--- src/rtl/seg_pkg.sv ---
// seg_pkg -- shared seven-segment definitions.
//
// Segment byte layout (active-high): bit 7 = a, bit 6 = b, ... bit 1 = g,
// bit 0 = dp. The timer's segment LUT uses the same constants, so both
// blocks agree on bit order without duplicating it.
package seg_pkg;

  localparam int SEG_W = 8;

  localparam logic [SEG_W-1:0] SEG_BLANK = 8'h00;

  localparam int SEG_A  = 7;
  localparam int SEG_B  = 6;
  localparam int SEG_C  = 5;
  localparam int SEG_D  = 4;
  localparam int SEG_E  = 3;
  localparam int SEG_F  = 2;
  localparam int SEG_G  = 1;
  localparam int SEG_DP = 0;

  // Width of a counter covering 0..n-1, never below one bit.
  function automatic int cnt_width(input int n);
    return (n > 1) ? $clog2(n) : 1;
  endfunction

endpackage

--- src/rtl/scan_prescaler.sv ---
// scan_prescaler -- slot timing for the seven-segment scan.
//
// Owns the slot counter (cnt, 0..SCAN_DIV-1) and the digit index
// (idx, 0..NUM_DIGITS-1). Both clear while enable is low; enable has
// priority over a slot end on the same edge.
//
// Ports:
//   clk        system clock
//   reset      asynchronous, active-low reset
//   enable     display on; low clears cnt/idx
//   slot_start cnt == 0
//   visible    cnt >= BLANK_CYCLES
//   scan_done  last cycle of the last digit's slot, while enabled
//   idx        current digit index
module scan_prescaler
  import seg_pkg::*;
#(
  parameter int NUM_DIGITS   = 6,
  parameter int SCAN_DIV     = 100000,
  parameter int BLANK_CYCLES = 1000,
  parameter int IDX_W        = cnt_width(NUM_DIGITS)
) (
  input  logic             clk,
  input  logic             reset,
  input  logic             enable,
  output logic             slot_start,
  output logic             visible,
  output logic             scan_done,
  output logic [IDX_W-1:0] idx
);

  localparam int CNT_W = cnt_width(SCAN_DIV);

  localparam logic [CNT_W-1:0] CNT_LAST  = CNT_W'(SCAN_DIV - 1);
  localparam logic [CNT_W-1:0] CNT_BLANK = CNT_W'(BLANK_CYCLES);
  localparam logic [IDX_W-1:0] IDX_LAST  = IDX_W'(NUM_DIGITS - 1);

  logic [CNT_W-1:0] cnt;
  logic             slot_end;

  assign slot_end   = (cnt == CNT_LAST);
  assign slot_start = (cnt == '0);
  assign visible    = (cnt >= CNT_BLANK);
  assign scan_done  = enable && slot_end && (idx == IDX_LAST);

  always_ff @(posedge clk or negedge reset) begin
    if (!reset) begin
      cnt <= '0;
      idx <= '0;
    end else if (!enable) begin
      cnt <= '0;
      idx <= '0;
    end else if (slot_end) begin
      cnt <= '0;
      idx <= (idx == IDX_LAST) ? '0 : idx + 1'b1;
    end else begin
      cnt <= cnt + 1'b1;
    end
  end

endmodule

--- src/rtl/seg_scan_driver.sv ---
// seg_scan_driver -- time-multiplexed seven-segment scan stage.
//
// Cycles through NUM_DIGITS patterns, SCAN_DIV clocks per digit. The first
// BLANK_CYCLES clocks of every slot drive all digits off to prevent ghosting.
// Each digit's pattern is captured once at the start of its slot, so seg_in
// may change at any time without tearing the displayed digit.
//
// Optional feature (macro BLINK_EN): every BLINK_SCANS full scans the blink
// phase toggles; while the phase is set, digits flagged in blink_mask show a
// blank pattern in their visible window (digit enable timing is unchanged).
// Without BLINK_EN, blink_mask is ignored.
//
// Ports:
//   clk        system clock
//   reset      asynchronous, active-low reset
//   enable     display on; low blanks outputs and restarts at digit 0
//   seg_in     packed patterns, digit i in [8i+7:8i]
//   blink_mask per-digit blink select (BLINK_EN only)
//   tub_sel    one-hot digit enable, zero while blanked
//   seg_out    segment bus
module seg_scan_driver
  import seg_pkg::*;
#(
  parameter int NUM_DIGITS   = 6,
  parameter int SCAN_DIV     = 100000,
  parameter int BLANK_CYCLES = 1000,
  parameter int BLINK_SCANS  = 50
) (
  input  logic                        clk,
  input  logic                        reset,
  input  logic                        enable,
  input  logic [SEG_W*NUM_DIGITS-1:0] seg_in,
  input  logic [NUM_DIGITS-1:0]       blink_mask,
  output logic [NUM_DIGITS-1:0]       tub_sel,
  output logic [SEG_W-1:0]            seg_out
);

  localparam int IDX_W = cnt_width(NUM_DIGITS);

  logic             slot_start;
  logic             visible;
  logic             scan_done;
  logic [IDX_W-1:0] idx;
  logic [SEG_W-1:0] snap;
  logic             blink_kill;

  scan_prescaler #(
    .NUM_DIGITS  (NUM_DIGITS),
    .SCAN_DIV    (SCAN_DIV),
    .BLANK_CYCLES(BLANK_CYCLES),
    .IDX_W       (IDX_W)
  ) u_prescaler (
    .clk       (clk),
    .reset     (reset),
    .enable    (enable),
    .slot_start(slot_start),
    .visible   (visible),
    .scan_done (scan_done),
    .idx       (idx)
  );

`ifdef BLINK_EN
  localparam int BLK_W = cnt_width(BLINK_SCANS);
  localparam logic [BLK_W-1:0] BLK_LAST = BLK_W'(BLINK_SCANS - 1);

  logic [BLK_W-1:0] blink_cnt;
  logic             blink_phase;

  // Blink state survives enable=0 so the rhythm is not reset by power saving.
  always_ff @(posedge clk or negedge reset) begin
    if (!reset) begin
      blink_cnt   <= '0;
      blink_phase <= 1'b0;
    end else if (scan_done) begin
      if (blink_cnt == BLK_LAST) begin
        blink_cnt   <= '0;
        blink_phase <= ~blink_phase;
      end else begin
        blink_cnt <= blink_cnt + 1'b1;
      end
    end
  end

  assign blink_kill = blink_phase && blink_mask[idx];
`else
  logic unused_blink;
  assign unused_blink = ^{blink_mask, scan_done};
  assign blink_kill   = 1'b0;
`endif

  // Snapshot at cnt==0 never collides with display: BLANK_CYCLES >= 1 keeps
  // cnt==0 inside the blank window, so the visible window always uses a
  // pattern captured earlier in the same slot.
  always_ff @(posedge clk or negedge reset) begin
    if (!reset) begin
      snap    <= SEG_BLANK;
      tub_sel <= '0;
      seg_out <= SEG_BLANK;
    end else if (!enable) begin
      tub_sel <= '0;
      seg_out <= SEG_BLANK;
    end else begin
      if (slot_start) begin
        snap <= seg_in[idx*SEG_W +: SEG_W];
      end
      if (!visible) begin
        tub_sel <= '0;
        seg_out <= SEG_BLANK;
      end else begin
        tub_sel <= NUM_DIGITS'(1) << idx;
        seg_out <= blink_kill ? SEG_BLANK : snap;
      end
    end
  end

endmodule
--- config.mk ---
export PLATFORM = sky130hd
export DESIGN_NAME = seg_scan_driver
export DESIGN_NICKNAME = d
export VERILOG_FILES = /design/src/rtl/seg_pkg.sv /design/src/rtl/scan_prescaler.sv /design/src/rtl/seg_scan_driver.sv
export SDC_FILE = /design/constraint.sdc
export NUM_CORES = 1
export LEC_CHECK = 0
export CAP_MARGIN = 10
export CORE_ASPECT_RATIO = 0.6
export CORE_MARGIN = 3
export CORE_UTILIZATION = 43
export CTS_CLUSTER_DIAMETER = 60
export DETAILED_ROUTE_END_ITERATION = 10
export HOLD_SLACK_MARGIN = 0.03
export PLACE_DENSITY = 0.75
export SYNTH_ARGS = -nofsm -noshare
export SYNTH_HDL_FRONTEND = slang
export SYNTH_SLANG_ARGS = --single-unit
--- constraint.sdc ---
create_clock -name clk -period 3.2 [get_ports clk]
set_clock_uncertainty 0.15 [all_clocks]
set_input_delay 0.32 -clock clk [delete_from_list [all_inputs] [get_ports clk]]
set_output_delay 0.32 -clock clk [all_outputs]
set_load 0.005 [all_outputs]
# Yosys cells after proc, flatten, opt, wreduce, memory -nomap -nowiden
# Cells that the tools add are included.
[totals]
input_bits = 57
register_bits = 42
wordCells = 24
output_inout_bits = 14
[classes]
addsub = 2
eq_ne = 3
n_mux = 9
shifts = 2
n_reduce_logical = 2
order_cmp = 1
[ops]
columns = ["op", "count"]
rows = [
  ["indexed part select 48 x 7 -> 8 bit", 1],
  ["two-way mux 17 bit", 2],
  ["adder 17 x 1 -> 17 bit (second input constant)", 1],
  ["== test 17 bit (second input constant)", 1],
  [">= comparator 17 x 10 -> 1 bit (second input constant)", 1],
  ["logical NOT 17 bit", 1],
  ["two-way mux 8 bit", 2],
  ["two-way mux 6 bit", 2],
  ["two-way mux 3 bit", 3],
  ["left shift 1 x 3 -> 6 bit (first input constant)", 1],
  ["adder 3 x 1 -> 3 bit (second input constant)", 1],
  ["== test 3 bit (second input constant)", 1],
  ["inequality test 2 x 1 -> 1 bit (second input constant)", 1],
  ["AND reduction 2 bit", 1],
]

# Longest topological paths before layout
# Gate-level depths: netlist of the first run.
[depth]
word_depth = 4
depth_mapped = 7
mapped_depth_nobuf = 5

# Modules after synthesis
# Synthesis of the first run repeated with hierarchy kept, for this count alone.
[hier_totals]
hier_cells = 206
hier_area_um2 = 2267.2
[by_module_without_submodules]
columns = ["module", "area_each_um2", "cells_each", "n_inst", "seq_area_each_um2"]
rows = [
  ["seg_scan_driver", 1134.8, 94, 1, 550.5],
  ["scan_prescaler", 1132.3, 112, 1, 500.5],
]

# Least setup slack after synthesis of the first run
# OpenSTA, ideal clock, no wires.
[synth_timing]
kind = "register to register"
startpoint = "register u_prescaler.cnt[13]"
endpoint = "register snap[0]"
arrival_ns = 2.072
required_time_ns = 2.925
setup_ns = 0.125
n_path_buf = 0
synth_period_minus_slack_ns = 2.347
setup_slack_ns = 0.853
path_stages_with_launch = 5
path_cell_list = "dfrtp_1 or4_4 or4_4 nor3_4 mux2_2"
[synth_between]
elab_chain_cells = 2
[synth_lines]
columns = ["element", "line", "source"]
rows = [
  ["start, declared", "scan_prescaler.sv:38", "logic [CNT_W-1:0] cnt;"],
  ["start signal, assigned", "scan_prescaler.sv:57", "cnt <= cnt + 1'b1;"],
  ["logical NOT 17 bit", "scan_prescaler.sv:42", "assign slot_start = (cnt == '0);"],
  ["AND reduction 2 bit (no source line)", "n/a", ""],
  ["end signal, assigned", "seg_scan_driver.sv:104", "snap <= seg_in[idx*SEG_W +: SEG_W];"],
  ["end, declared", "seg_scan_driver.sv:44", "logic [SEG_W-1:0] snap;"],
]
# No other way between the ends.
# A chain may end at the register's enable or synchronous reset.

# Worst setup path after layout of the first run
[layout_timing]
startpoint = "register u_prescaler.cnt[13]"
endpoint = "register snap[4]"
# The elaborated chain is that of the path after synthesis.

==> impl_results.html, run 1 <==
<table>
<tr><th>Metric</th><th>Value</th></tr>
<tr><th colspan="2">Worst setup path</th></tr>
<tr><td>Worst Setup Start Kind</td><td>flop</td></tr>
<tr><td>Signal arrival time at the worst endpoint</td><td>2.58 ns</td></tr>
<tr><td>Cell family with the largest share of critical-path delay</td><td>simple AND/OR/NAND/NOR gates</td></tr>
<tr><td>Max FO, Critical Path</td><td>8</td></tr>
<tr><td>Worst-path cell with the longest stage delay</td><td>sky130_fd_sc_hd__or4_4</td></tr>
<tr><td>Data required time at the worst endpoint</td><td>3.23 ns</td></tr>
<tr><td>Most frequent cell on the critical path</td><td>sky130_fd_sc_hd__or4_4</td></tr>
<tr><td>Kind of capture point of the worst setup path</td><td>flop</td></tr>
<tr><td>Delay of the slowest cell on the worst path</td><td>0.56 ns</td></tr>
<tr><td>Critical path cell sequence</td><td>or4_4 &gt; or4_4 &gt; nor3_4 &gt; mux2_2</td></tr>
<tr><td>Worst Path Class, Setup</td><td>reg2reg</td></tr>
<tr><td>Worst reg-to-reg setup slack</td><td>0.65 ns</td></tr>
<tr><td>Total buffers and inverters traversed by the critical path</td><td>0</td></tr>
<tr><th colspan="2">Outcome</th></tr>
<tr><td>Status</td><td>complete, but fails checks</td></tr>
<tr><td>Failing checks</td><td>negative hold slack</td></tr>
<tr><th colspan="2">STA</th></tr>
<tr><td>Unrepaired setup endpoints after global routing</td><td>false</td></tr>
<tr><td>Remaining max-slew budget at the tightest pin</td><td>40.5%</td></tr>
<tr><td>Max-slew violations</td><td>0</td></tr>
<tr><td>Minimum clock period after layout</td><td>2.55 ns</td></tr>
<tr><td>Max Clock Freq</td><td>0.392 GHz</td></tr>
<tr><td>Number of setup violations in the final report</td><td>0</td></tr>
<tr><td>Fin Setup TNS</td><td>0 ns</td></tr>
<tr><td>Slew at the pin closest to its max-slew limit</td><td>0.892 ns</td></tr>
<tr><td>Worst Hold Margin</td><td>-0.0138 ns</td></tr>
<tr><td>Period utilization</td><td>79.6%</td></tr>
<tr><td>Final hold viol count</td><td>22</td></tr>
<tr><th colspan="2">Place</th></tr>
<tr><td>HPWL after DPL</td><td>3800 um</td></tr>
<tr><td>Number of placed instances with taps included</td><td>309</td></tr>
<tr><td>Count of input and output buffers</td><td>64</td></tr>
<tr><td>Final Wtd Congestion</td><td>0.770</td></tr>
<tr><td>Post-placement cell area</td><td>2900 um2</td></tr>
<tr><th colspan="2">Route</th></tr>
<tr><td>Detailed Routing Iterations Pass 1</td><td>4</td></tr>
<tr><td>DRC violations left</td><td>0</td></tr>
<tr><td>Routed Wire Length</td><td>4910 um</td></tr>
<tr><td>Number of vias per cell after detailed routing</td><td>5.20</td></tr>
<tr><td>Routed length per instance</td><td>15.5 um</td></tr>
<tr><td>Final ANT Viol Nets</td><td>0</td></tr>
<tr><td>Initial drt markers</td><td>94</td></tr>
<tr><td>Number of vias after detailed routing</td><td>1649</td></tr>
<tr><th colspan="2">Floorplan</th></tr>
<tr><td>Die outline width</td><td>98.4 um</td></tr>
<tr><td>I/O Pins</td><td>71</td></tr>
<tr><td>Count of standard-cell rows</td><td>19</td></tr>
<tr><td>Initial Util</td><td>46.3%</td></tr>
<tr><td>Area of the placeable core</td><td>4750 um2</td></tr>
<tr><td>Die Outline Area</td><td>6040 um2</td></tr>
<tr><td>Die Y</td><td>61.4 um</td></tr>
<tr><th colspan="2">Yosys</th></tr>
<tr><td>Synthesis warning total</td><td>0</td></tr>
<tr><td>Flip-flop and latch count after synthesis</td><td>42</td></tr>
<tr><td>Cells after synthesis</td><td>189</td></tr>
<tr><td>Post-synthesis average cell area</td><td>11.7 um2</td></tr>
<tr><td>Post-synth design cell area</td><td>2200 um2</td></tr>
<tr><td>Post-Synthesis Net Count</td><td>249</td></tr>
<tr><td>Number of different library cells in the post-synthesis netlist</td><td>36</td></tr>
<tr><td>Sequential element share of the synthesized area</td><td>47.7%</td></tr>
<tr><th colspan="2">Final layout</th></tr>
<tr><td>Filler cell count</td><td>376</td></tr>
<tr><td>Area taken by multi-input logic gates</td><td>1090 um2</td></tr>
<tr><td>Area taken by flip-flops and latches</td><td>1050 um2</td></tr>
<tr><td>Nets</td><td>313</td></tr>
<tr><td>Layout cell share with drive strength beyond 1</td><td>16.5%</td></tr>
<tr><td>Total non-filler cell area in the finished layout</td><td>3010 um2</td></tr>
<tr><td>Finished Layout Cells</td><td>317</td></tr>
<tr><td>Antenna diodes</td><td>0</td></tr>
<tr><td>Area overhead of the layout relative to synthesis</td><td>36.6%</td></tr>
<tr><th colspan="2">Global route</th></tr>
<tr><td>Overflow after GRT</td><td>0</td></tr>
<tr><td>Vias in the first global route</td><td>1512</td></tr>
<tr><td>Wire length of the first global-routing pass</td><td>8000 um</td></tr>
<tr><td>Number of antenna violations at the first check in global routing</td><td>0</td></tr>
<tr><td>Global router's overall resource usage</td><td>17.4%</td></tr>
<tr><td>Largest net degree at the start of global routing</td><td>43</td></tr>
<tr><th colspan="2">CTS</th></tr>
<tr><td>Post-CTS Repair Setup Buffers</td><td>0</td></tr>
<tr><td>Worst-skew pair later-pin latency</td><td>0.30 ns</td></tr>
<tr><td>Total CTS buffers</td><td>5</td></tr>
<tr><td>Deepest clock path buffer count</td><td>2</td></tr>
<tr><td>Cells resized by post-CTS repair</td><td>0</td></tr>
<tr><td>CTS tree</td><td>built</td></tr>
<tr><td>CTS Root Cell</td><td>sky130_fd_sc_hd__clkbuf_8</td></tr>
<tr><td>TritonCTS sink count</td><td>42</td></tr>
<tr><td>CTS hold repair buffers</td><td>0</td></tr>
<tr><td>Clock edge transition at the registers on the reported setup and hold paths</td><td>0.08 ns</td></tr>
<tr><td>H-tree level count</td><td>2</td></tr>
<tr><th colspan="2">Worst hold path</th></tr>
<tr><td>Path category of the worst min-delay check</td><td>in2async</td></tr>
<tr><th colspan="2">Power</th></tr>
<tr><td>Worst IR drop on VDD</td><td>0.183 mV</td></tr>
<tr><td>Power per Cell Area</td><td>375 nW/um2</td></tr>
<tr><td>Leakage</td><td>1.27 nW</td></tr>
<tr><th colspan="2">Job</th></tr>
<tr><td>Number of max-cap violations</td><td>0</td></tr>
</table>
-- where the power goes --
group	internal [mW]	total (mW)	leakage [nW]	switching, mW
combinational	0.0943	0.137	0.645	0.0425
clock	0.230	0.416	0.0579	0.187
sequential	0.560	0.575	0.567	0.0152
-- per-layer routing --
metal  GRT usage, %  share of wire, %
met1           27.8                50
met2           22.9                43
met3           3.85               5.6
met4           5.84               1.2
met5              0                 0
-- per-stage QoR --
step                      utilization [%]  setup slack [ns]  hold slack [ns]  power [mW]
final                                63.3             0.651          -0.0138        1.13
after detailed placement             61.0             0.678            0.314       0.725
after CTS                            63.3             0.652           0.0305        1.13
after floorplan                         -             0.853           -0.126       0.641
after global placement               61.0             0.703            0.310       0.719
after global routing                 63.3             0.588           0.0725        1.17
-- state kept, by name (all words and copies together) (netlist names) --
signal,flops
seg_out,8
snap,8
tub_sel,6
u_prescaler.cnt,17
u_prescaler.idx,3
-- synthesized netlist by cell type, drive strengths merged --
cell    number  area [um2]
buf          2        8.75
and3b        2        17.5
nor3         6        41.3
o21a         1        7.51
nand2b       1        6.26
nor4b        2        17.5
a41o         1        10.0
mux4         8         180
nand2        6        22.5
xor2         5        43.8
inv          4        15.0
o41ai        1        8.76
clkinv       1        3.75
clkbuf       8        30.0
a22o         8        70.1
xnor2       10        87.6
mux2i        1        10.0
or3b         1        8.76
nor2        18        67.6
a21oi        3        15.0
mux2        16         180
nand3        6        30.0
nor2b        2        12.5
ha           3        37.5
or4b         1        10.0
nor4         4        31.3
or4          2        22.5
dfrtp       42        1050
and2        13        81.3
nand4        5        31.3
or3          1        6.26
and4         2        17.5
and3         3        18.8
-- cells in the final DEF, fill, tap and decap left out, types with 2 or more instances in the layout --
master	n
sky130_fd_sc_hd__nor2b_1	2
sky130_fd_sc_hd__clkbuf_8	5
sky130_fd_sc_hd__nor2_1	18
sky130_fd_sc_hd__xor2_1	5
sky130_fd_sc_hd__mux4_2	8
sky130_fd_sc_hd__clkinv_2	2
sky130_fd_sc_hd__nand4_1	5
sky130_fd_sc_hd__a22o_1	8
sky130_fd_sc_hd__dfrtp_1	42
sky130_fd_sc_hd__and3b_1	2
sky130_fd_sc_hd__nand2_1	6
sky130_fd_sc_hd__and3_1	3
sky130_fd_sc_hd__xnor2_1	10
sky130_fd_sc_hd__nor4_1	3
sky130_fd_sc_hd__nor3_1	5
sky130_fd_sc_hd__and4_1	2
sky130_fd_sc_hd__nand3_1	6
sky130_fd_sc_hd__inv_1	4
sky130_fd_sc_hd__or4_4	2
sky130_fd_sc_hd__mux2_2	16
sky130_fd_sc_hd__ha_1	3
sky130_fd_sc_hd__a21oi_1	3
sky130_fd_sc_hd__nor4b_1	2
sky130_fd_sc_hd__and2_1	13
sky130_fd_sc_hd__clkdlybuf4s50_1	63
sky130_fd_sc_hd__buf_4	3
-- worst register-to-register path, stage by stage (launching register included) --
cell and delay, ns:
sky130_fd_sc_hd__dfrtp_1 0.44, sky130_fd_sc_hd__or4_4 0.56, sky130_fd_sc_hd__or4_4 0.45, sky130_fd_sc_hd__nor3_4 0.43, sky130_fd_sc_hd__mux2_2 0.39
-- final cells by class --
cell class,count,area share (%)
multi-input cells,132,36.3
clock buffers,5,2.29
flip-flops and latches,42,34.9
repair buffers,67,21.9
clock inverters,3,1.33
inverters,5,0.624
well taps,63,2.62
-- final timing paths --
kind,cells after the start,startpoint,endpoint
worst max-delay path,4,u_prescaler.cnt[13],snap[4]
worst min-delay path,1,reset,seg_out[0]
worst max register to register,4,u_prescaler.cnt[13],snap[4]
worst min register to register,1,snap[3],seg_out[3]
max in group asynchronous,1,reset,u_prescaler.idx[0]
min in group clk,1,snap[3],seg_out[3]
-- kinds of logic (layout without fill, tap and decap cells) --
kind of cell / count (synthesis) / in the layout / share of synthesized area (%)
AOI/OAI and AO/OA: 14 / 14 / 5.06
xor gates and xnor gates: 15 / 15 / 5.97
muxes: 25 / 25 / 16.8
adders and majority gates: 3 / 3 / 1.70
buffers and inverters: 15 / 80 / 2.61
DFF: 42 / 42 / 47.7
and+or+nand+nor: 75 / 75 / 20.1
Power figures use the tool's default switching activity.
==> run 2: changes to the inputs <==
- CORE_UTILIZATION: 43 -> 42
- PLACE_DENSITY: 0.75 -> 0.77
- clock period: 3.2 -> 2.25 ns (I/O delays scaled with it)
==> run 2 against run 1 <==
The run ends with negative setup slack left; clock-buffer cell count rose by 2; global-route usage rose by 0.18 points; cell area increased by 3.7%; power is 35% higher; routed wire length grew 5.3%; combinational power up 55%; worst setup slack got worse by 0.74 ns; clock power grew 19%; maximum frequency increased by 9.0%; via count up 3.6%; sequential power up 42%; critical path type unchanged; critical endpoint is now snap[6].
==> impl_results.html, run 2 (same netlist as run 1, synthesis figures left out) <==
<table>
<tr><th>Metric</th><th>Value</th></tr>
<tr><th colspan="2">Outcome</th></tr>
<tr><td>Status</td><td>complete, but fails checks (unchanged)</td></tr>
<tr><td>Failing checks</td><td>negative setup slack (was negative hold slack)</td></tr>
<tr><th colspan="2">Power</th></tr>
<tr><td>Power spent charging and discharging nets</td><td>0.335 mW (was 0.244 mW)</td></tr>
<tr><td>Switching part of the total power</td><td>21.9% (was 21.6%)</td></tr>
<tr><td>Power per Cell Area</td><td>489 nW/um2 (was 375 nW/um2)</td></tr>
<tr><td>Sequential fraction of design power</td><td>53.7% (was 51.0%)</td></tr>
<tr><td>Part of the total power dissipated in combinational logic</td><td>13.9% (was 12.1%)</td></tr>
<tr><td>Clock Power Share</td><td>32.4% (was 36.9%)</td></tr>
<tr><td>Worst IR drop on VDD</td><td>0.309 mV (was 0.183 mV)</td></tr>
<tr><td>Internal Pwr Total</td><td>1.19 mW (was 0.884 mW)</td></tr>
<tr><td>Leakage</td><td>1.33 nW (was 1.27 nW)</td></tr>
<tr><th colspan="2">Global route</th></tr>
<tr><td>Overflow after GRT</td><td>0 (unchanged)</td></tr>
<tr><td>Number of antenna violations at the first check in global routing</td><td>0 (unchanged)</td></tr>
<tr><td>Wire length of the first global-routing pass</td><td>8140 um (was 8000 um)</td></tr>
<tr><td>Global router's overall resource usage</td><td>17.6% (was 17.4%)</td></tr>
<tr><td>Vias in the first global route</td><td>1548 (was 1512)</td></tr>
<tr><td>Largest net degree at the start of global routing</td><td>28 (was 43)</td></tr>
<tr><th colspan="2">Worst setup path</th></tr>
<tr><td>Delay of the slowest cell on the worst path</td><td>0.54 ns (was 0.56 ns)</td></tr>
<tr><td>Signal arrival time at the worst endpoint</td><td>2.37 ns (was 2.58 ns)</td></tr>
<tr><td>Worst Setup Start Kind</td><td>flop (unchanged)</td></tr>
<tr><td>Cell family with the largest share of critical-path delay</td><td>simple AND/OR/NAND/NOR gates (unchanged)</td></tr>
<tr><td>Critical path cell sequence</td><td>or4_4 &gt; or4_4 &gt; nor3_4 &gt; buf_12 &gt; mux2_2 (was or4_4 &gt; or4_4 &gt; nor3_4 &gt; mux2_2)</td></tr>
<tr><td>Worst Path Class, Setup</td><td>reg2reg (unchanged)</td></tr>
<tr><td>Max FO, Critical Path</td><td>8 (unchanged)</td></tr>
<tr><td>Data required time at the worst endpoint</td><td>2.28 ns (was 3.23 ns)</td></tr>
<tr><td>Most frequent cell on the critical path</td><td>sky130_fd_sc_hd__or4_4 (unchanged)</td></tr>
<tr><td>Worst-path cell with the longest stage delay</td><td>sky130_fd_sc_hd__or4_4 (unchanged)</td></tr>
<tr><td>Kind of capture point of the worst setup path</td><td>flop (unchanged)</td></tr>
<tr><td>Total buffers and inverters traversed by the critical path</td><td>1 (was 0)</td></tr>
<tr><th colspan="2">Final layout</th></tr>
<tr><td>Most common cell after layout, fill and taps aside</td><td>sky130_fd_sc_hd__clkdlybuf4s50_1 (unchanged)</td></tr>
<tr><td>Number of flip-flops under the largest register name</td><td>17 (unchanged)</td></tr>
<tr><td>Most flops, register</td><td>u_prescaler.cnt (unchanged)</td></tr>
<tr><td>Largest registers</td><td>u_prescaler.cnt x17, seg_out x8, snap x8 (unchanged)</td></tr>
<tr><td>Filler cell count</td><td>368 (was 376)</td></tr>
<tr><td>Area overhead of the layout relative to synthesis</td><td>41.8% (was 36.6%)</td></tr>
<tr><td>Antenna diodes</td><td>0 (unchanged)</td></tr>
<tr><td>Nets</td><td>325 (was 313)</td></tr>
<tr><td>Layout cell share with drive strength beyond 1</td><td>19.5% (was 16.5%)</td></tr>
<tr><td>Highest-count cells in the layout ignoring fill and taps</td><td>sky130_fd_sc_hd__clkdlybuf4s50_1 (63), sky130_fd_sc_hd__dfrtp_1 (42), sky130_fd_sc_hd__nor2_1 (18) (unchanged)</td></tr>
<tr><td>Utilization after layout</td><td>65.0% (was 63.3%)</td></tr>
<tr><th colspan="2">Route</th></tr>
<tr><td>Initial drt markers</td><td>84 (was 94)</td></tr>
<tr><td>Final ANT Viol Nets</td><td>0 (unchanged)</td></tr>
<tr><td>Detailed Routing Iterations Pass 1</td><td>5 (was 4)</td></tr>
<tr><td>Number of vias after detailed routing</td><td>1708 (was 1649)</td></tr>
<tr><td>Number of vias per cell after detailed routing</td><td>5.19 (was 5.20)</td></tr>
<tr><td>DRC violations left</td><td>0 (unchanged)</td></tr>
<tr><td>Routed Wire Length</td><td>5170 um (was 4910 um)</td></tr>
<tr><td>Routed length per instance</td><td>15.7 um (was 15.5 um)</td></tr>
<tr><th colspan="2">CTS</th></tr>
<tr><td>H-tree level count</td><td>2 (unchanged)</td></tr>
<tr><td>TritonCTS sink count</td><td>42 (unchanged)</td></tr>
<tr><td>CTS tree</td><td>built (unchanged)</td></tr>
<tr><td>Post-CTS Repair Setup Buffers</td><td>0 (unchanged)</td></tr>
<tr><td>Total CTS buffers</td><td>5 (unchanged)</td></tr>
<tr><td>Clock edge transition at the registers on the reported setup and hold paths</td><td>0.08 ns (about the same)</td></tr>
<tr><td>Cells resized by post-CTS repair</td><td>0 (unchanged)</td></tr>
<tr><td>CTS Root Cell</td><td>sky130_fd_sc_hd__clkbuf_8 (unchanged)</td></tr>
<tr><td>Worst-skew pair later-pin latency</td><td>0.29 ns (was 0.30 ns)</td></tr>
<tr><td>Deepest clock path buffer count</td><td>2 (unchanged)</td></tr>
<tr><th colspan="2">STA</th></tr>
<tr><td>Remaining max-slew budget at the tightest pin</td><td>63.2% (was 40.5%)</td></tr>
<tr><td>Worst Hold Margin</td><td>0.218 ns (was -0.0138 ns)</td></tr>
<tr><td>Unrepaired setup endpoints after global routing</td><td>true (was false)</td></tr>
<tr><td>Slew at the pin closest to its max-slew limit</td><td>0.551 ns (was 0.892 ns)</td></tr>
<tr><td>Period utilization</td><td>104% (was 79.6%)</td></tr>
<tr><td>Final hold viol count</td><td>0 (was 22)</td></tr>
<tr><td>Max-slew violations</td><td>0 (unchanged)</td></tr>
<tr><td>Final setup margin</td><td>-0.0890 ns (was 0.651 ns)</td></tr>
<tr><td>Number of setup violations in the final report</td><td>8 (was 0)</td></tr>
<tr><td>Max Clock Freq</td><td>0.428 GHz (was 0.392 GHz)</td></tr>
<tr><td>Minimum clock period after layout</td><td>2.34 ns (was 2.55 ns)</td></tr>
<tr><th colspan="2">Floorplan</th></tr>
<tr><td>Initial Util</td><td>45.9% (was 46.3%)</td></tr>
<tr><td>Die Y</td><td>62.1 um (was 61.4 um)</td></tr>
<tr><td>Count of standard-cell rows</td><td>19 (unchanged)</td></tr>
<tr><td>I/O Pins</td><td>71 (unchanged)</td></tr>
<tr><td>Die Outline Area</td><td>6180 um2 (was 6040 um2)</td></tr>
<tr><td>Die outline width</td><td>99.5 um (was 98.4 um)</td></tr>
<tr><td>Area of the placeable core</td><td>4800 um2 (was 4750 um2)</td></tr>
<tr><th colspan="2">Place</th></tr>
<tr><td>Count of input and output buffers</td><td>64 (unchanged)</td></tr>
<tr><td>Final Wtd Congestion</td><td>0.820 (was 0.770)</td></tr>
<tr><td>HPWL after DPL</td><td>4090 um (was 3800 um)</td></tr>
<tr><th colspan="2">Worst hold path</th></tr>
<tr><td>Path category of the worst min-delay check</td><td>in2async (unchanged)</td></tr>
<tr><th colspan="2">Job</th></tr>
<tr><td>Number of max-cap violations</td><td>0 (unchanged)</td></tr>
</table>
==> run 2: layer usage <==
layer  track usage [%]  wire length, um  vias up
met5                 0                0        -
met4              4.67               38        0
met3              4.01              217        5
met2              23.8             2220       49
met1              27.9             2700      817
li1                  -                -      837
==> run 2: path summary, 6_finish.rpt <==
check,from,to,slack [ns],cells after the start
max reg2reg,u_prescaler.cnt[13],snap[6],-0.09,5
max,u_prescaler.cnt[13],snap[6],-0.09,5
min,reset,u_prescaler.cnt[3],0.22,2
min reg2reg,snap[7],seg_out[7],0.33,1
max in group asynchronous,reset,snap[3],1.06,3
min in group clk,snap[7],seg_out[7],0.33,1
==> run 2: layout make-up <==
cell class                      count  area [um2]  area share, %
Multi-Input combinational cell    132        1090           35.0
Sequential cell                    42        1050           33.7
Timing Repair Buffer               79         788           25.3
Clock buffer                        7        86.3           2.77
Tap cell                           63        78.8           2.53
Inverter                            5        18.8          0.601
Clock inverter                      1        5.00          0.160
==> run 2: repair_timing <==
action / CTS / global route
hold buffers: 1 / 0
hold endpoints to repair: 15 / 0
setup endpoints to repair: 8 / 21
==> run 2: worst reg2reg max path, stage by stage (launching register included) <==
cell and delay (ns):
sky130_fd_sc_hd__dfrtp_1 0.38, sky130_fd_sc_hd__or4_4 0.54, sky130_fd_sc_hd__or4_4 0.46, sky130_fd_sc_hd__nor3_4 0.22
sky130_fd_sc_hd__buf_12 0.15, sky130_fd_sc_hd__mux2_2 0.33
==> run 2: per-stage QoR <==
step / TNS (ns) / cell area, um2 / power, mW / setup WS, ns / instances
after global placement: -0.334 / 3020 / 1.04 / -0.0427 / 320
final: -0.647 / 3120 / 1.53 / -0.0890 / 329
after global routing: -1.28 / 3120 / 1.60 / -0.139 / 329
after detailed placement: -0.582 / 3020 / 1.05 / -0.0789 / 320
after CTS: -0.737 / 3120 / 1.54 / -0.0976 / 329
after floorplan: -0.774 / 2200 / 0.911 / -0.0967 / 189
==> run 2: power groups by stage <==
stage | Clock [mW] | Sequential, mW | Combinational (mW)
2_1_floorplan | 0 | 0.826 | 0.0857
3_3_place_gp | 0 | 0.831 | 0.206
3_5_place_dp | 0 | 0.834 | 0.213
4_1_cts | 0.505 | 0.819 | 0.215
5_1_grt | 0.540 | 0.825 | 0.232
6_report | 0.495 | 0.819 | 0.213
==> run 3: changes to the inputs <==
- ABC_AREA: default -> 1
- CORE_UTILIZATION: 42 -> 43
- PLACE_DENSITY: 0.77 -> 0.76
==> run 3 against run 2 <==
The flow now finishes without violations; power is 22% higher; die area is 11% higher; combinational power is 82% higher; first-iteration DRC count is 130% higher; final cell count is 57% higher; sequential share of layout area is 2.4 points lower; highest routed layer unchanged; clock power is 25% higher; global-route usage is 3.0 points higher; flip-flop and latch count stayed put; routed wire length is 29% higher.
==> impl_results.html, run 3 <==
<table>
<tr><th>Metric</th><th>Value</th></tr>
<tr><th colspan="2">Outcome</th></tr>
<tr><td>Status</td><td>finished, final reports clean (was complete, but fails checks)</td></tr>
<tr><th colspan="2">Floorplan</th></tr>
<tr><td>Area of the placeable core</td><td>5380 um2 (was 4800 um2)</td></tr>
<tr><td>Die Y</td><td>65.5 um (was 62.1 um)</td></tr>
<tr><td>I/O Pins</td><td>71 (unchanged)</td></tr>
<tr><td>Die Outline Area</td><td>6880 um2 (was 6180 um2)</td></tr>
<tr><td>Initial Util</td><td>47.1% (was 45.9%)</td></tr>
<tr><td>Count of standard-cell rows</td><td>20 (was 19)</td></tr>
<tr><td>Die outline width</td><td>105 um (was 99.5 um)</td></tr>
<tr><th colspan="2">Yosys</th></tr>
<tr><td>Async SR Flop Fraction</td><td>100% (unchanged)</td></tr>
<tr><td>Post-Synthesis Net Count</td><td>431 (was 249)</td></tr>
<tr><td>Most frequently used flop master after synthesis</td><td>sky130_fd_sc_hd__dfrtp_1 (unchanged)</td></tr>
<tr><td>Sequential element share of the synthesized area</td><td>41.5% (was 47.7%)</td></tr>
<tr><td>Largest area contributor in the synthesized netlist</td><td>sky130_fd_sc_hd__dfrtp_1 (unchanged)</td></tr>
<tr><td>Leading cell types by total area after synthesis</td><td>sky130_fd_sc_hd__dfrtp_1 (41%), sky130_fd_sc_hd__nand2_1 (22%), sky130_fd_sc_hd__nor2_1 (8.4%) (was sky130_fd_sc_hd__dfrtp_1 (48%), sky130_fd_sc_hd__mux2_2 (8.2%), sky130_fd_sc_hd__mux4_2 (8.2%))</td></tr>
<tr><td>Post-synthesis average cell area</td><td>6.83 um2 (was 11.7 um2)</td></tr>
<tr><td>Number of different library cells in the post-synthesis netlist</td><td>26 (was 36)</td></tr>
<tr><td>Synthesis warning total</td><td>0 (unchanged)</td></tr>
<tr><td>Post-synth design cell area</td><td>2530 um2 (was 2200 um2)</td></tr>
<tr><td>Flip-flop and latch count after synthesis</td><td>42 (unchanged)</td></tr>
<tr><td>Cell with the most instances after synthesis</td><td>sky130_fd_sc_hd__nand2_1 (was sky130_fd_sc_hd__dfrtp_1)</td></tr>
<tr><td>Most frequent cells after synthesis</td><td>sky130_fd_sc_hd__nand2_1 (149), sky130_fd_sc_hd__nor2_1 (57), sky130_fd_sc_hd__inv_1 (43) (was sky130_fd_sc_hd__dfrtp_1 (42), sky130_fd_sc_hd__nor2_1 (18), sky130_fd_sc_hd__mux2_2 (16))</td></tr>
<tr><td>Post-synth top area share</td><td>41.5% (was 47.7%)</td></tr>
<tr><td>Cells after synthesis</td><td>371 (was 189)</td></tr>
<tr><td>Number of enable flip-flop cells after synthesis</td><td>0 (unchanged)</td></tr>
<tr><th colspan="2">Worst setup path</th></tr>
<tr><td>Kind of capture point of the worst setup path</td><td>flop (unchanged)</td></tr>
<tr><td>Signal arrival time at the worst endpoint</td><td>1.84 ns (was 2.37 ns)</td></tr>
<tr><td>Critical path cell sequence</td><td>inv_2 &gt; nand2_1 &gt; nor2_2 &gt; inv_1 &gt; nand2_1 &gt; inv_1 &gt; nand2_1 &gt; nand2_1 (was or4_4 &gt; or4_4 &gt; nor3_4 &gt; buf_12 &gt; mux2_2)</td></tr>
<tr><td>Data required time at the worst endpoint</td><td>2.30 ns (was 2.28 ns)</td></tr>
<tr><td>Max FO, Critical Path</td><td>12 (was 8)</td></tr>
<tr><td>Worst Setup Start Kind</td><td>flop (unchanged)</td></tr>
<tr><td>Delay of the slowest cell on the worst path</td><td>0.53 ns (was 0.54 ns)</td></tr>
<tr><td>Most frequent cell on the critical path</td><td>sky130_fd_sc_hd__nand2_1 (was sky130_fd_sc_hd__or4_4)</td></tr>
<tr><td>Worst-path cell with the longest stage delay</td><td>sky130_fd_sc_hd__dfrtp_1 (was sky130_fd_sc_hd__or4_4)</td></tr>
<tr><td>Worst Path Class, Setup</td><td>reg2reg (unchanged)</td></tr>
<tr><th colspan="2">Route</th></tr>
<tr><td>Routed Wire Length</td><td>6670 um (was 5170 um)</td></tr>
<tr><td>Number of vias per cell after detailed routing</td><td>4.72 (was 5.19)</td></tr>
<tr><td>Routed length per instance</td><td>12.9 um (was 15.7 um)</td></tr>
<tr><td>Number of vias after detailed routing</td><td>2433 (was 1708)</td></tr>
<tr><td>DRC violations left</td><td>0 (unchanged)</td></tr>
<tr><td>Initial drt markers</td><td>196 (was 84)</td></tr>
<tr><td>Detailed Routing Iterations Pass 1</td><td>6 (was 5)</td></tr>
<tr><td>Final ANT Viol Nets</td><td>0 (unchanged)</td></tr>
<tr><th colspan="2">Final layout</th></tr>
<tr><td>Highest-count cells in the layout ignoring fill and taps</td><td>sky130_fd_sc_hd__nand2_1 (149), sky130_fd_sc_hd__clkdlybuf4s50_1 (63), sky130_fd_sc_hd__nor2_1 (57) (was sky130_fd_sc_hd__clkdlybuf4s50_1 (63), sky130_fd_sc_hd__dfrtp_1 (42), sky130_fd_sc_hd__nor2_1 (18))</td></tr>
<tr><td>Antenna diodes</td><td>0 (unchanged)</td></tr>
<tr><td>Most common cell after layout, fill and taps aside</td><td>sky130_fd_sc_hd__nand2_1 (was sky130_fd_sc_hd__clkdlybuf4s50_1)</td></tr>
<tr><td>Largest registers</td><td>u_prescaler.cnt x17, seg_out x8, snap x8 (unchanged)</td></tr>
<tr><td>Area overhead of the layout relative to synthesis</td><td>32.6% (was 41.8%)</td></tr>
<tr><td>Number of flip-flops under the largest register name</td><td>17 (unchanged)</td></tr>
<tr><td>Utilization after layout</td><td>62.5% (was 65.0%)</td></tr>
<tr><td>Nets</td><td>498 (was 325)</td></tr>
<tr><td>Layout cell share with drive strength beyond 1</td><td>9.34% (was 19.5%)</td></tr>
<tr><td>Most flops, register</td><td>u_prescaler.cnt (unchanged)</td></tr>
<tr><th colspan="2">STA</th></tr>
<tr><td>Number of setup violations in the final report</td><td>0 (was 8)</td></tr>
<tr><td>Period utilization</td><td>79.7% (was 104%)</td></tr>
<tr><td>Final hold viol count</td><td>0 (unchanged)</td></tr>
<tr><td>Slew at the pin closest to its max-slew limit</td><td>0.483 ns (was 0.551 ns)</td></tr>
<tr><td>Unrepaired setup endpoints after global routing</td><td>false (was true)</td></tr>
<tr><td>Minimum clock period after layout</td><td>1.79 ns (was 2.34 ns)</td></tr>
<tr><td>Remaining max-slew budget at the tightest pin</td><td>67.8% (was 63.2%)</td></tr>
<tr><td>Max Clock Freq</td><td>0.558 GHz (was 0.428 GHz)</td></tr>
<tr><td>Max-slew violations</td><td>0 (unchanged)</td></tr>
<tr><td>Fin Setup TNS</td><td>0 ns (was -0.647 ns)</td></tr>
<tr><th colspan="2">Global route</th></tr>
<tr><td>GR Layer Usage met2</td><td>27.6% (was 23.8%)</td></tr>
<tr><td>Vias in the first global route</td><td>2233 (was 1548)</td></tr>
<tr><td>Top Usage Layer GRT</td><td>met1 (unchanged)</td></tr>
<tr><td>Number of antenna violations at the first check in global routing</td><td>0 (unchanged)</td></tr>
<tr><td>Largest net degree at the start of global routing</td><td>28 (unchanged)</td></tr>
<tr><td>Global routing met1 resource utilization</td><td>32.5% (was 27.9%)</td></tr>
<tr><td>Global router's overall resource usage</td><td>20.6% (was 17.6%)</td></tr>
<tr><td>Overflow after GRT</td><td>0 (unchanged)</td></tr>
<tr><td>Wire length of the first global-routing pass</td><td>11100 um (was 8140 um)</td></tr>
<tr><td>Met3 Use GR</td><td>5.10% (was 4.01%)</td></tr>
<tr><th colspan="2">CTS</th></tr>
<tr><td>CTS Root Cell</td><td>sky130_fd_sc_hd__clkbuf_8 (unchanged)</td></tr>
<tr><td>CTS tree</td><td>built (unchanged)</td></tr>
<tr><td>Total CTS buffers</td><td>5 (unchanged)</td></tr>
<tr><td>Clock edge transition at the registers on the reported setup and hold paths</td><td>0.08 ns (about the same)</td></tr>
<tr><td>Cells resized by post-CTS repair</td><td>0 (unchanged)</td></tr>
<tr><td>H-tree level count</td><td>2 (unchanged)</td></tr>
<tr><td>Post-CTS Repair Setup Buffers</td><td>0 (unchanged)</td></tr>
<tr><td>Deepest clock path buffer count</td><td>2 (unchanged)</td></tr>
<tr><td>Worst-skew pair later-pin latency</td><td>0.30 ns (was 0.29 ns)</td></tr>
<tr><td>TritonCTS sink count</td><td>42 (unchanged)</td></tr>
<tr><th colspan="2">Place</th></tr>
<tr><td>Final Wtd Congestion</td><td>0.952 (was 0.820)</td></tr>
<tr><td>Count of input and output buffers</td><td>64 (unchanged)</td></tr>
<tr><td>HPWL after DPL</td><td>5140 um (was 4090 um)</td></tr>
<tr><th colspan="2">Power</th></tr>
<tr><td>Worst IR drop on VDD</td><td>0.244 mV (was 0.309 mV)</td></tr>
<tr><td>Power per Cell Area</td><td>554 nW/um2 (was 489 nW/um2)</td></tr>
<tr><td>Leakage</td><td>1.68 nW (was 1.33 nW)</td></tr>
<tr><td>Final Total Pwr</td><td>1.86 mW (was 1.53 mW)</td></tr>
<tr><th colspan="2">Worst hold path</th></tr>
<tr><td>Path category of the worst min-delay check</td><td>in2async (unchanged)</td></tr>
<tr><th colspan="2">Job</th></tr>
<tr><td>Number of max-cap violations</td><td>0 (unchanged)</td></tr>
</table>
-- run 3: worst paths after layout --
kind                                    start                  end  cells after the start  slack, ns
max                        u_prescaler.idx[1]   u_prescaler.idx[2]                      8       0.46
min reg2reg                           snap[3]              snap[3]                      2       0.34
max reg2reg                u_prescaler.idx[1]   u_prescaler.idx[2]                      8       0.46
min                                     reset   u_prescaler.cnt[5]                      2       0.22
max in group asynchronous               reset  u_prescaler.cnt[11]                      3       1.06
min in group clk                      snap[3]              snap[3]                      2       0.34
-- run 3: critical path: cells and delay by family, from the launching register on --
kind | cells | cell delay (ns)
simple gates | 5 | 0.63
buf+inv | 3 | 0.37
flops | 1 | 0.53
-- run 3: kinds of logic after synthesis --
family | after synthesis | synth area share (%)
XOR/XNOR | 8 | 2.76
flip-flops | 42 | 41.5
AO/OA/AOI/OAI | 15 | 3.06
adder cells (fa/ha/maj) | 3 | 1.48
AND/OR/NAND/NOR | 249 | 42.4
buffers and inverters | 54 | 8.83
-- run 3: final cells by class --
type | instances | area [um2]
Sequential cell | 42 | 1050
Multi-Input combinational cell | 275 | 1260
Clock buffer | 5 | 68.8
Fill cell | 494 | 2020
Timing Repair Buffer | 68 | 668
Inverter | 46 | 173
Tap cell | 77 | 96.3
Clock inverter | 3 | 43.8
-- run 3: stage by stage --
step | worst slack [ns] | hold slack, ns | instance area [um2] | instances
6_report | 0.457 | 0.217 | 3360 | 516
2_1_floorplan | 0.807 | -0.221 | 2530 | 371
3_5_place_dp | 0.361 | 0.0145 | 3240 | 507
3_3_place_gp | 0.423 | 0.00729 | 3240 | 507
4_1_cts | 0.471 | 0.233 | 3360 | 516
5_1_grt | 0.256 | 0.251 | 3360 | 516
-- run 3: timing repair --
action	CTS	global route
endpoints found under the hold margin	15	0
hold buffers	1	0
setup endpoints to repair	0	0
-- run 3: routing by layer --
metal / up-vias / part of all wire, %
met2: 90 / 39
met1: 1100 / 52
met3: 4 / 8.7
li1: 1239 / -
met5: - / 0
met4: 0 / 0.63
-- run 3: where the power goes --
part	internal, mW	switching [mW]	total [mW]
Clock	0.333	0.284	0.617
Sequential	0.810	0.0465	0.856
Combinational	0.171	0.216	0.387
